## src/rtl/eu_ctrl_pkg.sv

```systemverilog
// Shared types for the execution-unit command scheduler: command opcodes and FSM states.
package eu_ctrl_pkg;

    typedef enum logic [1:0] {
        OP_NOP        = 2'b00,
        OP_FETCH      = 2'b01,
        OP_EXEC       = 2'b10,
        OP_FETCH_EXEC = 2'b11
    } op_e;

    typedef enum logic [2:0] {
        ST_IDLE,
        ST_ISSUE_F,
        ST_WAIT_F,
        ST_ISSUE_X,
        ST_WAIT_X
    } state_e;

    function automatic logic op_has_fetch(input op_e op);
        return (op == OP_FETCH) || (op == OP_FETCH_EXEC);
    endfunction

endpackage

```

## src/rtl/eu_cmd_fifo.sv

```systemverilog
// Power-of-2 command FIFO with occupancy level; pushes are dropped while full.
module eu_cmd_fifo #(
    parameter int WIDTH = 8,
    parameter int DEPTH = 4
) (
    input  logic                   clk,
    input  logic                   rst_n,
    input  logic                   push,
    input  logic                   pop,
    input  logic [WIDTH-1:0]       din,
    output logic [WIDTH-1:0]       dout,
    output logic                   full,
    output logic                   empty,
    output logic [$clog2(DEPTH):0] level
);
    localparam int PTR_W = $clog2(DEPTH);

    logic [WIDTH-1:0] mem_q [DEPTH];
    logic [PTR_W-1:0] wr_ptr_q, wr_ptr_d;
    logic [PTR_W-1:0] rd_ptr_q, rd_ptr_d;
    logic [PTR_W:0]   level_q, level_d;
    logic             do_push, do_pop;

    assign full    = (level_q == (PTR_W+1)'(DEPTH));
    assign empty   = (level_q == '0);
    assign do_push = push && !full;
    assign do_pop  = pop && !empty;
    assign dout    = mem_q[rd_ptr_q];
    assign level   = level_q;

    always_comb begin
        wr_ptr_d = wr_ptr_q;
        rd_ptr_d = rd_ptr_q;
        level_d  = level_q;
        if (do_push) wr_ptr_d = wr_ptr_q + 1'b1;
        if (do_pop)  rd_ptr_d = rd_ptr_q + 1'b1;
        case ({do_push, do_pop})
            2'b10:   level_d = level_q + 1'b1;
            2'b01:   level_d = level_q - 1'b1;
            default: level_d = level_q;
        endcase
    end

    always_ff @(posedge clk) begin
        if (!rst_n) begin
            wr_ptr_q <= '0;
            rd_ptr_q <= '0;
            level_q  <= '0;
        end else begin
            wr_ptr_q <= wr_ptr_d;
            rd_ptr_q <= rd_ptr_d;
            level_q  <= level_d;
        end
    end

    // Storage needs no reset: pointers define which entries are live.
    always_ff @(posedge clk) begin
        if (do_push) mem_q[wr_ptr_q] <= din;
    end

endmodule

```

## src/rtl/eu_cmd_sched.sv

```systemverilog
// Queued FETCH/EXEC command scheduler for execution sub-units.
// Optional wait-state watchdog enabled by defining EU_CMD_SCHED_TIMEOUT_EN.
module eu_cmd_sched
    import eu_ctrl_pkg::*;
#(
    parameter int SDRAM_ADDR_W = 32,
    parameter int SUB_NUM      = 4,
    parameter int QUEUE_DEPTH  = 4,
    parameter int TIMEOUT_CYC  = 1024
) (
    input  logic                         clk,
    input  logic                         rst_n,
    input  logic                         cmd_valid,
    output logic                         cmd_ready,
    input  logic [1:0]                   cmd_op,
    input  logic [$clog2(SUB_NUM)-1:0]   cmd_sub_idx,
    input  logic [SDRAM_ADDR_W-1:0]      cmd_addr,
    output logic                         fetch,
    output logic                         exec,
    output logic [$clog2(SUB_NUM)-1:0]   sub_idx,
    output logic [SDRAM_ADDR_W-1:0]      fetch_addr,
    input  logic [SUB_NUM-1:0]           sub_done,
    output logic                         busy,
    output logic [$clog2(QUEUE_DEPTH):0] q_level,
    output logic                         err_timeout
);
    localparam int SUB_W = $clog2(SUB_NUM);
    localparam int ENT_W = 2 + SUB_W + SDRAM_ADDR_W;

    if (SUB_NUM < 2 || QUEUE_DEPTH < 2 || (QUEUE_DEPTH & (QUEUE_DEPTH - 1)) != 0 || TIMEOUT_CYC < 2)
    begin : g_param_check
        $error("eu_cmd_sched: illegal parameter set");
    end

    logic [ENT_W-1:0]        head;
    logic                    q_full, q_empty, push, pop, done_hit;
    op_e                     head_op;
    logic [SUB_W-1:0]        head_sub;
    logic [SDRAM_ADDR_W-1:0] head_addr;

    state_e                  state_q, state_d;
    op_e                     op_q, op_d;
    logic [SUB_W-1:0]        sub_idx_q, sub_idx_d;
    logic [SDRAM_ADDR_W-1:0] addr_q, addr_d;
    logic                    fetch_q, fetch_d, exec_q, exec_d;

    assign cmd_ready = !q_full;
    assign push      = cmd_valid && cmd_ready;
    assign pop       = (state_q == ST_IDLE) && !q_empty;
    assign head_op   = op_e'(head[ENT_W-1 -: 2]);
    assign head_sub  = head[SDRAM_ADDR_W +: SUB_W];
    assign head_addr = head[SDRAM_ADDR_W-1:0];
    assign done_hit  = sub_done[sub_idx_q];

    eu_cmd_fifo #(
        .WIDTH (ENT_W),
        .DEPTH (QUEUE_DEPTH)
    ) u_fifo (
        .clk   (clk),
        .rst_n (rst_n),
        .push  (push),
        .pop   (pop),
        .din   ({cmd_op, cmd_sub_idx, cmd_addr}),
        .dout  (head),
        .full  (q_full),
        .empty (q_empty),
        .level (q_level)
    );

`ifdef EU_CMD_SCHED_TIMEOUT_EN
    localparam int CNT_W = $clog2(TIMEOUT_CYC);
    logic [CNT_W-1:0] cnt_q, cnt_d;
    logic             err_q, err_d;
    logic             wd_expired;

    // Last permitted wait cycle; a sub_done in that same cycle still wins.
    assign wd_expired  = (cnt_q == CNT_W'(TIMEOUT_CYC - 1));
    assign err_timeout = err_q;
`else
    assign err_timeout = 1'b0;
`endif

    always_comb begin
        state_d   = state_q;
        op_d      = op_q;
        sub_idx_d = sub_idx_q;
        addr_d    = addr_q;
        fetch_d   = 1'b0;
        exec_d    = 1'b0;
`ifdef EU_CMD_SCHED_TIMEOUT_EN
        cnt_d     = cnt_q;
        err_d     = err_q;
`endif
        case (state_q)
            ST_IDLE: begin
                if (pop) begin
                    op_d      = head_op;
                    sub_idx_d = head_sub;
                    addr_d    = head_addr;
                    if (op_has_fetch(head_op)) begin
                        state_d = ST_ISSUE_F;
                        fetch_d = 1'b1;
                    end else if (head_op == OP_EXEC) begin
                        state_d = ST_ISSUE_X;
                        exec_d  = 1'b1;
                    end
                end
            end
            ST_ISSUE_F: begin
                state_d = ST_WAIT_F;
`ifdef EU_CMD_SCHED_TIMEOUT_EN
                cnt_d   = '0;
`endif
            end
            ST_ISSUE_X: begin
                state_d = ST_WAIT_X;
`ifdef EU_CMD_SCHED_TIMEOUT_EN
                cnt_d   = '0;
`endif
            end
            ST_WAIT_F, ST_WAIT_X: begin
                if (done_hit) begin
                    if (state_q == ST_WAIT_F && op_q == OP_FETCH_EXEC) begin
                        state_d = ST_ISSUE_X;
                        exec_d  = 1'b1;
                    end else begin
                        state_d = ST_IDLE;
                    end
                end
`ifdef EU_CMD_SCHED_TIMEOUT_EN
                else if (wd_expired) begin
                    state_d = ST_IDLE;
                    err_d   = 1'b1;
                end else begin
                    cnt_d = cnt_q + 1'b1;
                end
`endif
            end
            default: state_d = ST_IDLE;
        endcase
    end

    always_ff @(posedge clk) begin
        if (!rst_n) begin
            state_q   <= ST_IDLE;
            op_q      <= OP_NOP;
            sub_idx_q <= '0;
            addr_q    <= '0;
            fetch_q   <= 1'b0;
            exec_q    <= 1'b0;
        end else begin
            state_q   <= state_d;
            op_q      <= op_d;
            sub_idx_q <= sub_idx_d;
            addr_q    <= addr_d;
            fetch_q   <= fetch_d;
            exec_q    <= exec_d;
        end
    end

`ifdef EU_CMD_SCHED_TIMEOUT_EN
    always_ff @(posedge clk) begin
        if (!rst_n) begin
            cnt_q <= '0;
            err_q <= 1'b0;
        end else begin
            cnt_q <= cnt_d;
            err_q <= err_d;
        end
    end
`endif

    assign fetch      = fetch_q;
    assign exec       = exec_q;
    assign sub_idx    = sub_idx_q;
    assign fetch_addr = addr_q;
    assign busy       = (state_q != ST_IDLE) || !q_empty;

endmodule

```

## config.mk

```make
export PLATFORM = sky130hd
export DESIGN_NAME = eu_cmd_sched
export DESIGN_NICKNAME = d
export VERILOG_FILES = /design/src/rtl/eu_ctrl_pkg.sv /design/src/rtl/eu_cmd_fifo.sv /design/src/rtl/eu_cmd_sched.sv
export SDC_FILE = /design/constraint.sdc
export NUM_CORES = 1
export LEC_CHECK = 0
export CORE_UTILIZATION = 60
export DETAILED_ROUTE_END_ITERATION = 10
export MAX_ROUTING_LAYER = met4
export PLACE_DENSITY_LB_ADDON = 0.25
export SETUP_SLACK_MARGIN = 0.4
export SLEW_MARGIN = 10
export SYNTH_ARGS = -nofsm -noshare
export SYNTH_HDL_FRONTEND = slang
export SYNTH_SLANG_ARGS = --single-unit
export TNS_END_PERCENT = 10
```

## constraint.sdc

```tcl
create_clock -name clk -period 5.6 [get_ports clk]
set_clock_uncertainty 0.2 [all_clocks]
set_input_delay 1.68 -clock clk [delete_from_list [all_inputs] [get_ports clk]]
set_output_delay 1.68 -clock clk [all_outputs]
set_load 0.05 [all_outputs]
```

* Yosys cells after proc, flatten, opt, wreduce, memory -nomap -nowiden
Memories as Yosys holds them, arrays and structs flattened. A register that Yosys moved wholly into a read port is not among the register bits.
Index checks and enable logic that the tools add are counted.
** Word-level totals
- Bits in registers :: 48
- Memories :: 1
- Input port bits :: 43
- Output and inout port bits :: 42
- Logic and storage cells :: 66
- Memory bits (writable) :: 144
** Memories
- u_fifo.mem_q :: depth 4, bits a word 36, rd ports 1, clocked after memory_dff 1, wr ports 1, line eu_cmd_fifo.sv:18 : logic [WIDTH-1:0] mem_q [DEPTH];
** Operators by class
- Reductions and logical operators :: 17
- Magnitude comparators :: 1
- Muxes and demuxes :: 20
- Add/subtract/negate cells :: 4
- Equality and inequality tests :: 14
** Operators with widths (count)
- $mux W3 :: 4
- $pmux W3 S4 :: 1
- $mux W1 :: 9
- $eq A2 B2 Y1 const B :: 4
- $eq A3 B2 Y1 const B :: 2
- $eq A3 B3 Y1 const B :: 2
- $logic_not A3 Y1 :: 2
- $mux W2 :: 3
- $pmux W3 S2 :: 1
- $reduce_and A3 Y1 :: 2
- $logic_and A1 B1 Y1 :: 5
- $add A2 B1 Y2 const B :: 2
- $eq A2 B1 Y1 const B :: 2
- $add A3 B1 Y3 const B :: 1
- $eq A3 B1 Y1 const B :: 1
- $lt A2 B3 Y1 const B :: 1
- $ne A3 B1 Y1 const B :: 1
- $reduce_bool A3 Y1 :: 1
- $sub A3 B1 Y3 const B :: 1
- $bmux W1 S2 :: 1
- $logic_not A1 Y1 :: 2
- $logic_or A1 B1 Y1 :: 2
- $ne A2 B1 Y1 const B :: 1
- $ne A2 B2 Y1 const B :: 1
- 4 further kinds :: 4

* Depth between registers and ports, before layout
Gate-level depths: netlist of the first run.
- Word-level depth :: 6
- Mapped depth :: 11
- Depth with buffers taken out :: 9

* Cells and area by module
From an unflattened synthesis of the first run, not the netlist that was laid out.
** Unflattened totals
- Cells, all modules :: 431
- Area total of the unflattened synthesis :: 7348.3 µm²
** Modules (own cells, without submodules)
- eu_cmd_fifo :: sequential area each 4504.3 µm², area each 5720.5 µm², instances 1, cells an instance 242
- eu_cmd_sched :: sequential area each 820.8 µm², area each 1627.8 µm², instances 1, cells an instance 189

* Worst setup path after synthesis of the first run
Ideal clock, no wire load.
- Path type :: register to output
- From :: register u_fifo.level_q[0], in the netlist u_fifo.level[0]
- To :: output busy
- Stages on the path, launching flop included :: 3
- Buffers on the path :: 0
- Slack :: 2.100 ns
- Required time :: 3.720 ns
- Data arrival time :: 1.620 ns
- Path through :: dfxtp_1 > or3_1 > or4_1
** On the way
- Longest elaborated chain between the ends :: 3
** Ends and longest elaborated chain
- start: declaration :: line eu_cmd_fifo.sv:21 : logic [PTR_W:0] level_q, level_d;
- start signal: assignment :: line eu_cmd_fifo.sv:52 : level_q <= level_d;
- $logic_not A3 Y1 :: line eu_cmd_fifo.sv:25 : assign empty = (level_q == '0);
- $logic_not A1 Y1 :: line eu_cmd_sched.sv:177 : assign busy = (state_q != ST_IDLE) || !q_empty;
- $logic_or A1 B1 Y1 :: line eu_cmd_sched.sv:177
- end: declaration :: line eu_cmd_sched.sv:23 : output logic busy,
No other way between the ends.

* Worst setup path after layout of the first run
Ends and elaborated chain as after synthesis.

==> run_results.csv, run 1 <==
group,metric,value,unit
clock_network,cts_tree,"done",
hold_path,hold_start,"fetch_addr[25]$_SDFFE_PN0P_",
route,drc,0,
finish,antenna_cells,0,
route,num_vias,3861,
setup_path,critPathLaunchType,"flip-flop",
route,viasPerCell,5.78,
clock_network,clock-root-buffer,"clkbuf_16",
floorplan,start_util,0.628,
clock_network,cts-resized-gates,0,
setup_path,r2r-start,"state_q[1]$_SDFFE_PN0P_",
floorplan,die_width,112,um
synth,yosys_warnings,0,
placement,gp_congestion,0.769,
timing,fmax,234,MHz
synth,netlist_area,0.00732,sq mm
setup_path,cp-startpoint,"u_fifo.level[0]$_SDFFE_PN0P_",
global_routing,antenna_found_initial,0,
floorplan,io_pins,85,
setup_path,crit_arrival,2.40,ns
floorplan,num_rows,39,
synth,synth_edf_count,144,
status,status,"completed",
floorplan,die-area,0.0126,sq mm
synth,syn_avg_cell_area,16.9,sq um
power,p_leak,2.94,nW
synth,async_flop_share,0,
clock_network,clk_pin_slew,0.07,ns
power,ir_drop,0.474,mV
power,p_per_area,544,mW/mm^2
setup_path,path_class,"flip-flop to primary output",
placement,place_area,0.00819,sq mm
finish,nets,561,
finish,layout-drive-gt1-share,0.150,
synth,ys.flop_type,"edfxtp_1",
timing,tightest_slew,0.981,ns
route,firstDrtPassIters,4,
clock_network,cts_hold_buffers,0,
clock_network,clk_latency,0.43,ns
global_routing,grt_max_degree,50,
placement,hpwlAfterDp,7430,um
placement,io_buffers,83,
synth,syn_inst,433,
clock_network,postCtsSetupRepairBufs,0,
floorplan,fp.coreArea,0.0117,sq mm
clock_network,ctsLongestPathBuffers,2,
clock_network,htree_levels,4,
timing,drv_slew,0,
timing,rsz0062_at_grt,"no",
timing,slew_headroom,0.346,
synth,synth-seq-area-share,0.728,
timing,setup_tns,0,ns
route,ant_nets,0,
setup_path,endpoint_kind,"primary output",
finish,area_growth,21.1,%
setup_path,crit_fanout,5,
synth,syn-num-nets,482,
synth,ys_types,41,
synth,synth_top_area_share,0.591,
route,drtIter0Drc,319,
route,routed_wl,13300,um
hold_path,hold_class,"flip-flop to flip-flop",
timing,timing.final.crit_share,0.764,
synth,synth_top_area_cell,"edfxtp_1",
clock_network,cts_num_sinks,194,
global_routing,grt-ovfl-total,0,
timing,finalHoldViolations,0,
synth,synth_commonest_cells,"edfxtp_1, nand2_1, dfxtp_1, a21boi_1, mux4_2",
synth,yosysMostFrequentCell,"edfxtp_1",
global_routing,grt_pass1_wl,21300,um
route,detail_route.wl_per_cell,19.9,um
timing,setup_viol,0,
synth,yosys-top-cells-area,"edfxtp_1, dfxtp_1, mux4_2",
setup_path,required,3.72,ns
clock_network,cts_made_buffers,17,
finish,fin_area,0.00887,sq mm
flow_run,cap_viol_max_count,0,
global_routing,track_usage,0.240,
floorplan,die_h,112,um
global_routing,grt_pass1_vias,4047,
synth,ys_ff_latch,194,
timing,fin_crit,4.28,ns
## path summary, 6_finish.rpt
path                                                endpoint  cells past startpoint  slack (ns)
worst max-delay path                                    busy                      3        1.32
worst min-delay path             fetch_addr[25]$_SDFFE_PN0P_                      2        0.25
worst max register to register  u_fifo.level[2]$_SDFFE_PN0P_                      9        1.87
worst min register to register   fetch_addr[25]$_SDFFE_PN0P_                      2        0.25
## power by group
group	leakage, nW	internal [mW]	switching [mW]	total (mW)
registers	1.73	1.82	0.159	1.98
clock network	0.322	0.850	0.510	1.36
logic	0.884	0.551	0.941	1.49
total	2.94	3.22	1.61	4.83
## stage by stage
| step | util | instances | power [mW] | hold WS (ns) | worst slack [ns] |
|---|---|---|---|---|---|
| 2_1_floorplan | - | 433 | 3.06 | 0.235 | 2.10 |
| 3_5_place_dp | 0.703 | 636 | 3.49 | 0.245 | 1.69 |
| 5_1_grt | 0.760 | 668 | 5.03 | 0.273 | 1.26 |
| 4_1_cts | 0.760 | 668 | 4.85 | 0.254 | 1.30 |
| 3_3_place_gp | 0.703 | 636 | 3.45 | 0.241 | 1.76 |
| 6_report | 0.760 | 668 | 4.83 | 0.254 | 1.32 |
## state kept, by name, indices dropped and copies added (netlist names), named ones only
signal and count:
u_fifo.rd_ptr_q 2, sub_idx 2, u_fifo.mem_q 144, fetch_addr 32
state_q 3, u_fifo.wr_ptr_q 2, u_fifo.level 3, fetch 1
op_q 2, exec 1
## critical path, stage by stage, from the launching register on
cell             delay [ns]
dfxtp_1                0.35
or3_1                  0.48
or4_1                  0.43
clkdlybuf4s50_1        0.71
## cells by family (layout without fill, tap and decap cells)
family	count (synthesis)	count (layout)	synth area share
flip-flops	194	194	0.728
AND/OR/NAND/NOR	106	106	0.0636
AO/OA/AOI/OAI	50	50	0.0521
multiplexers	38	38	0.114
buffers and inverters	33	125	0.0250
adder cells (fa/ha/maj)	6	6	0.0113
XOR/XNOR	5	5	0.00598
other	1	1	0.000512
## cell usage in the layout (no fill, tap or decap), drive strengths merged, types with 3 or more instances in the layout
cell	netlist	layout
inv	9	11
ha	5	5
dfxtp	50	50
clkbuf	7	19
a21boi	39	39
nand3	3	3
xnor2	4	4
clkinv	0	3
and3	5	5
bufinv	0	6
and2	7	7
clkdlybuf4s50	0	82
nand2	78	78
o21ai	5	5
mux4	36	36
edfxtp	144	144
nor2	3	3
## per-layer routing
layer	global-route usage	part of all wire
met5	-	0
met4	0.0942	0.016
met3	0.0545	0.050
met2	0.391	0.52
met1	0.295	0.42
## area by class of cell
type / instances / area (sq um)
Clock buffer: 19 / 443
Inverter: 9 / 33.8
Clock inverter: 13 / 230
Multi-Input combinational cell: 206 / 1820
Tap cell: 143 / 179
Fill cell: 662 / 2800
Timing Repair Buffer: 84 / 833
Sequential cell: 194 / 5330
(Power assumes the default switching activity.)
==> inputs of run 2 (changes only) <==
--- a/config.mk
+++ b/config.mk
@@ -5,7 +5,7 @@
 export SDC_FILE = /design/constraint.sdc
 export NUM_CORES = 1
 export LEC_CHECK = 0
-export CORE_UTILIZATION = 60
+export CORE_UTILIZATION = 50
 export DETAILED_ROUTE_END_ITERATION = 10
 export MAX_ROUTING_LAYER = met4
 export PLACE_DENSITY_LB_ADDON = 0.25
==> constraint.sdc (replaced) <==
create_clock -name clk -period 3.8 [get_ports clk]
set_clock_uncertainty 0.2 [all_clocks]
set_input_delay 1.14 -clock clk [delete_from_list [all_inputs] [get_ports clk]]
set_output_delay 1.14 -clock clk [all_outputs]
set_load 0.05 [all_outputs]
==> run 2 against run 1 <==
Effect of this change: core utilization is 13 points lower; clock-buffer cell count is 1 lower; final cell count is 7.2% higher; total power is 41% higher; global-route usage is 4.0 points lower; non-clock buffer count is 11 higher; cell area is 0.27% higher; flip-flop and latch count stayed put; clock power is 25% higher; largest power group unchanged; highest routed layer unchanged.
==> run_results.csv, run 2 (same netlist as run 1, synthesis figures left out) <==
group,metric,value,unit
floorplan,die_width,123,um
route,wl_met2,6890,um
route,ant_nets,0,
clock_network,clock-root-buffer,"clkbuf_16",
finish,layout-drive-gt1-share,0.174,
placement,gp_congestion,0.765,
setup_path,slowest_delay,0.74,ns
clock_network,clk_pin_slew,0.07,ns
global_routing,grt_pass1_wl,21100,um
placement,post-place-ws,0.402,ns
finish,area_growth,21.5,%
floorplan,start_util,0.519,
timing,rsz0062_at_grt,"no",
finish,nets,572,
timing,fin_crit,3.34,ns
setup_path,path_class,"flip-flop to primary output",
timing,setup_tns,0,ns
placement,hpwlAfterDp,8310,um
route,drc,0,
power,p_per_area,766,mW/mm^2
floorplan,die_h,123,um
setup_path,required,2.46,ns
power,p_leak,2.93,nW
finish,instances_no_fill,716,
setup_path,crit_fanout,6,
clock_network,cts_num_sinks,194,
setup_path,cpMaxStageDelayCell,"clkdlybuf4s50_1",
route,wl_met1,5770,um
global_routing,track_usage,0.200,
route,routed_wl,13400,um
route,num_vias,3874,
floorplan,die-area,0.0151,sq mm
timing,tightest_slew,0.732,ns
timing,slew_headroom,0.512,
finish,final-seq-area,0.00533,sq mm
finish,top_register,"u_fifo.mem_q",
global_routing,antenna_found_initial,0,
timing,worst_slack,0.458,ns
setup_path,cp_cell_sequence,"or3b_1, clkdlybuf4s50_1",
route,maxUsedRoutingLayer,"met4",
hold_path,hold_depth,2,
floorplan,io_pins,85,
floorplan,fp.coreArea,0.0141,sq mm
global_routing,grt-ovfl-total,0,
timing,setup_viol,0,
timing,timing.final.crit_share,0.879,
status,status,"completed",
placement,dp_cells,684,
setup_path,cp.depth,2,
clock_network,cts_tree,"done",
setup_path,reg2reg_depth,9,
route,drtIter0Drc,238,
finish,layout_common_cells,"edfxtp_1, clkdlybuf4s50_1, nand2_1, dfxtp_1, a21boi_1",
timing,finalHoldViolations,0,
route,wl_met3,570,um
global_routing,grt_pass1_vias,3925,
timing,fmax,299,MHz
setup_path,crit_arrival,2.00,ns
finish,n_fill_cell,1036,
power,ir_drop,0.343,mV
finish,largest_reg_flops,144,
hold_path,hold_class,"flip-flop to flip-flop",
placement,io_buffers,83,
finish,final_common_cell,"edfxtp_1",
setup_path,endpoint_kind,"primary output",
floorplan,num_rows,43,
clock_network,ctsLongestPathBuffers,2,
clock_network,cts_made_buffers,17,
global_routing,grt_max_degree,39,
route,viasPerCell,5.41,
clock_network,clk_latency,0.42,ns
route,firstDrtPassIters,5,
finish,antenna_cells,0,
timing,hold_ws,0.253,ns
setup_path,path_buf_inv,1,
flow_run,cap_viol_max_count,0,
setup_path,critPathLaunchType,"flip-flop",
setup_path,crit_family,"buffers and inverters",
finish,multi_input_area,0.00182,sq mm
route,detail_route.wl_per_cell,18.7,um
timing,drv_slew,0,
clock_network,htree_levels,4,
-- run 2: changes by cell type in the layout (fill, tap and decap cells not counted), sizes merged --
cell           previous run  this run
clkinv                    3         4
clkdlybuf4s50            82        81
clkbuf                   19        18
clkinvlp                  2         7
buf                       2        14
bufinv                    6         1
-- run 2: cell type report --
class	count	share of cell area
Clock buffer	18	0.0494
Clock inverter	14	0.0151
Inverter	9	0.00380
Multi-Input combinational cell	206	0.205
Sequential cell	194	0.599
Tap cell	180	0.0253
Timing Repair Buffer	95	0.102
-- run 2: worst paths after layout --
kind	from	to	slack, ns
setup / recovery	u_fifo.level[2]$_SDFFE_PN0P_	cmd_ready	0.46
hold / removal	fetch_addr[15]$_SDFFE_PN0P_	fetch_addr[15]$_SDFFE_PN0P_	0.25
setup reg to reg	u_fifo.level[2]$_SDFFE_PN0P_	u_fifo.level[2]$_SDFFE_PN0P_	1.14
hold reg to reg	fetch_addr[15]$_SDFFE_PN0P_	fetch_addr[15]$_SDFFE_PN0P_	0.25
-- run 2: per-layer routing --
metal  up-vias  track usage
met5         -            -
met1      1974        0.252
met2        89        0.322
li1       1803            -
met4         0       0.0730
met3         8       0.0415
-- run 2: stage by stage --
stage | util | power, mW | cell area [sq um]
after floorplan | - | 4.51 | 7320
after global placement | 0.590 | 5.15 | 8320
after detailed placement | 0.590 | 5.19 | 8320
after CTS | 0.631 | 6.88 | 8900
after global routing | 0.631 | 7.13 | 8890
final | 0.631 | 6.81 | 8890
-- run 2: worst min-delay path: cells and delay by family, from the launching register on --
| family | cells | cell delay (ns) |
|---|---|---|
| flops | 1 | 0.31 |
| simple gates | 1 | 0.05 |
| compound gates | 1 | 0.05 |
-- run 2: where the power goes --
| part | internal, mW | switching, mW |
|---|---|---|
| Combinational | 0.831 | 1.37 |
| Sequential | 2.67 | 0.228 |
| Clock | 0.928 | 0.775 |
-- run 2: what timing repair did --
| action | 4_1_cts | 5_1_grt |
|---|---|---|
| gates resized for setup | 3 | 2 |
| setup endpoints to repair | 1 | 1 |
| gates cloned | 0 | 0 |
| buffers inserted | 0 | 0 |
| endpoints found under the hold margin | 0 | 0 |
| hold buffers | 0 | 0 |
==> inputs of run 3 (changes only) <==
--- a/config.mk
+++ b/config.mk
@@ -10,7 +10,6 @@
 export MAX_ROUTING_LAYER = met4
 export PLACE_DENSITY_LB_ADDON = 0.25
 export SETUP_SLACK_MARGIN = 0.4
-export SLEW_MARGIN = 10
 export SYNTH_ARGS = -nofsm -noshare
 export SYNTH_HDL_FRONTEND = slang
 export SYNTH_SLANG_ARGS = --single-unit
==> results of run 3 <==
The final DEF is identical to that of run 2; final timing and power are the same.
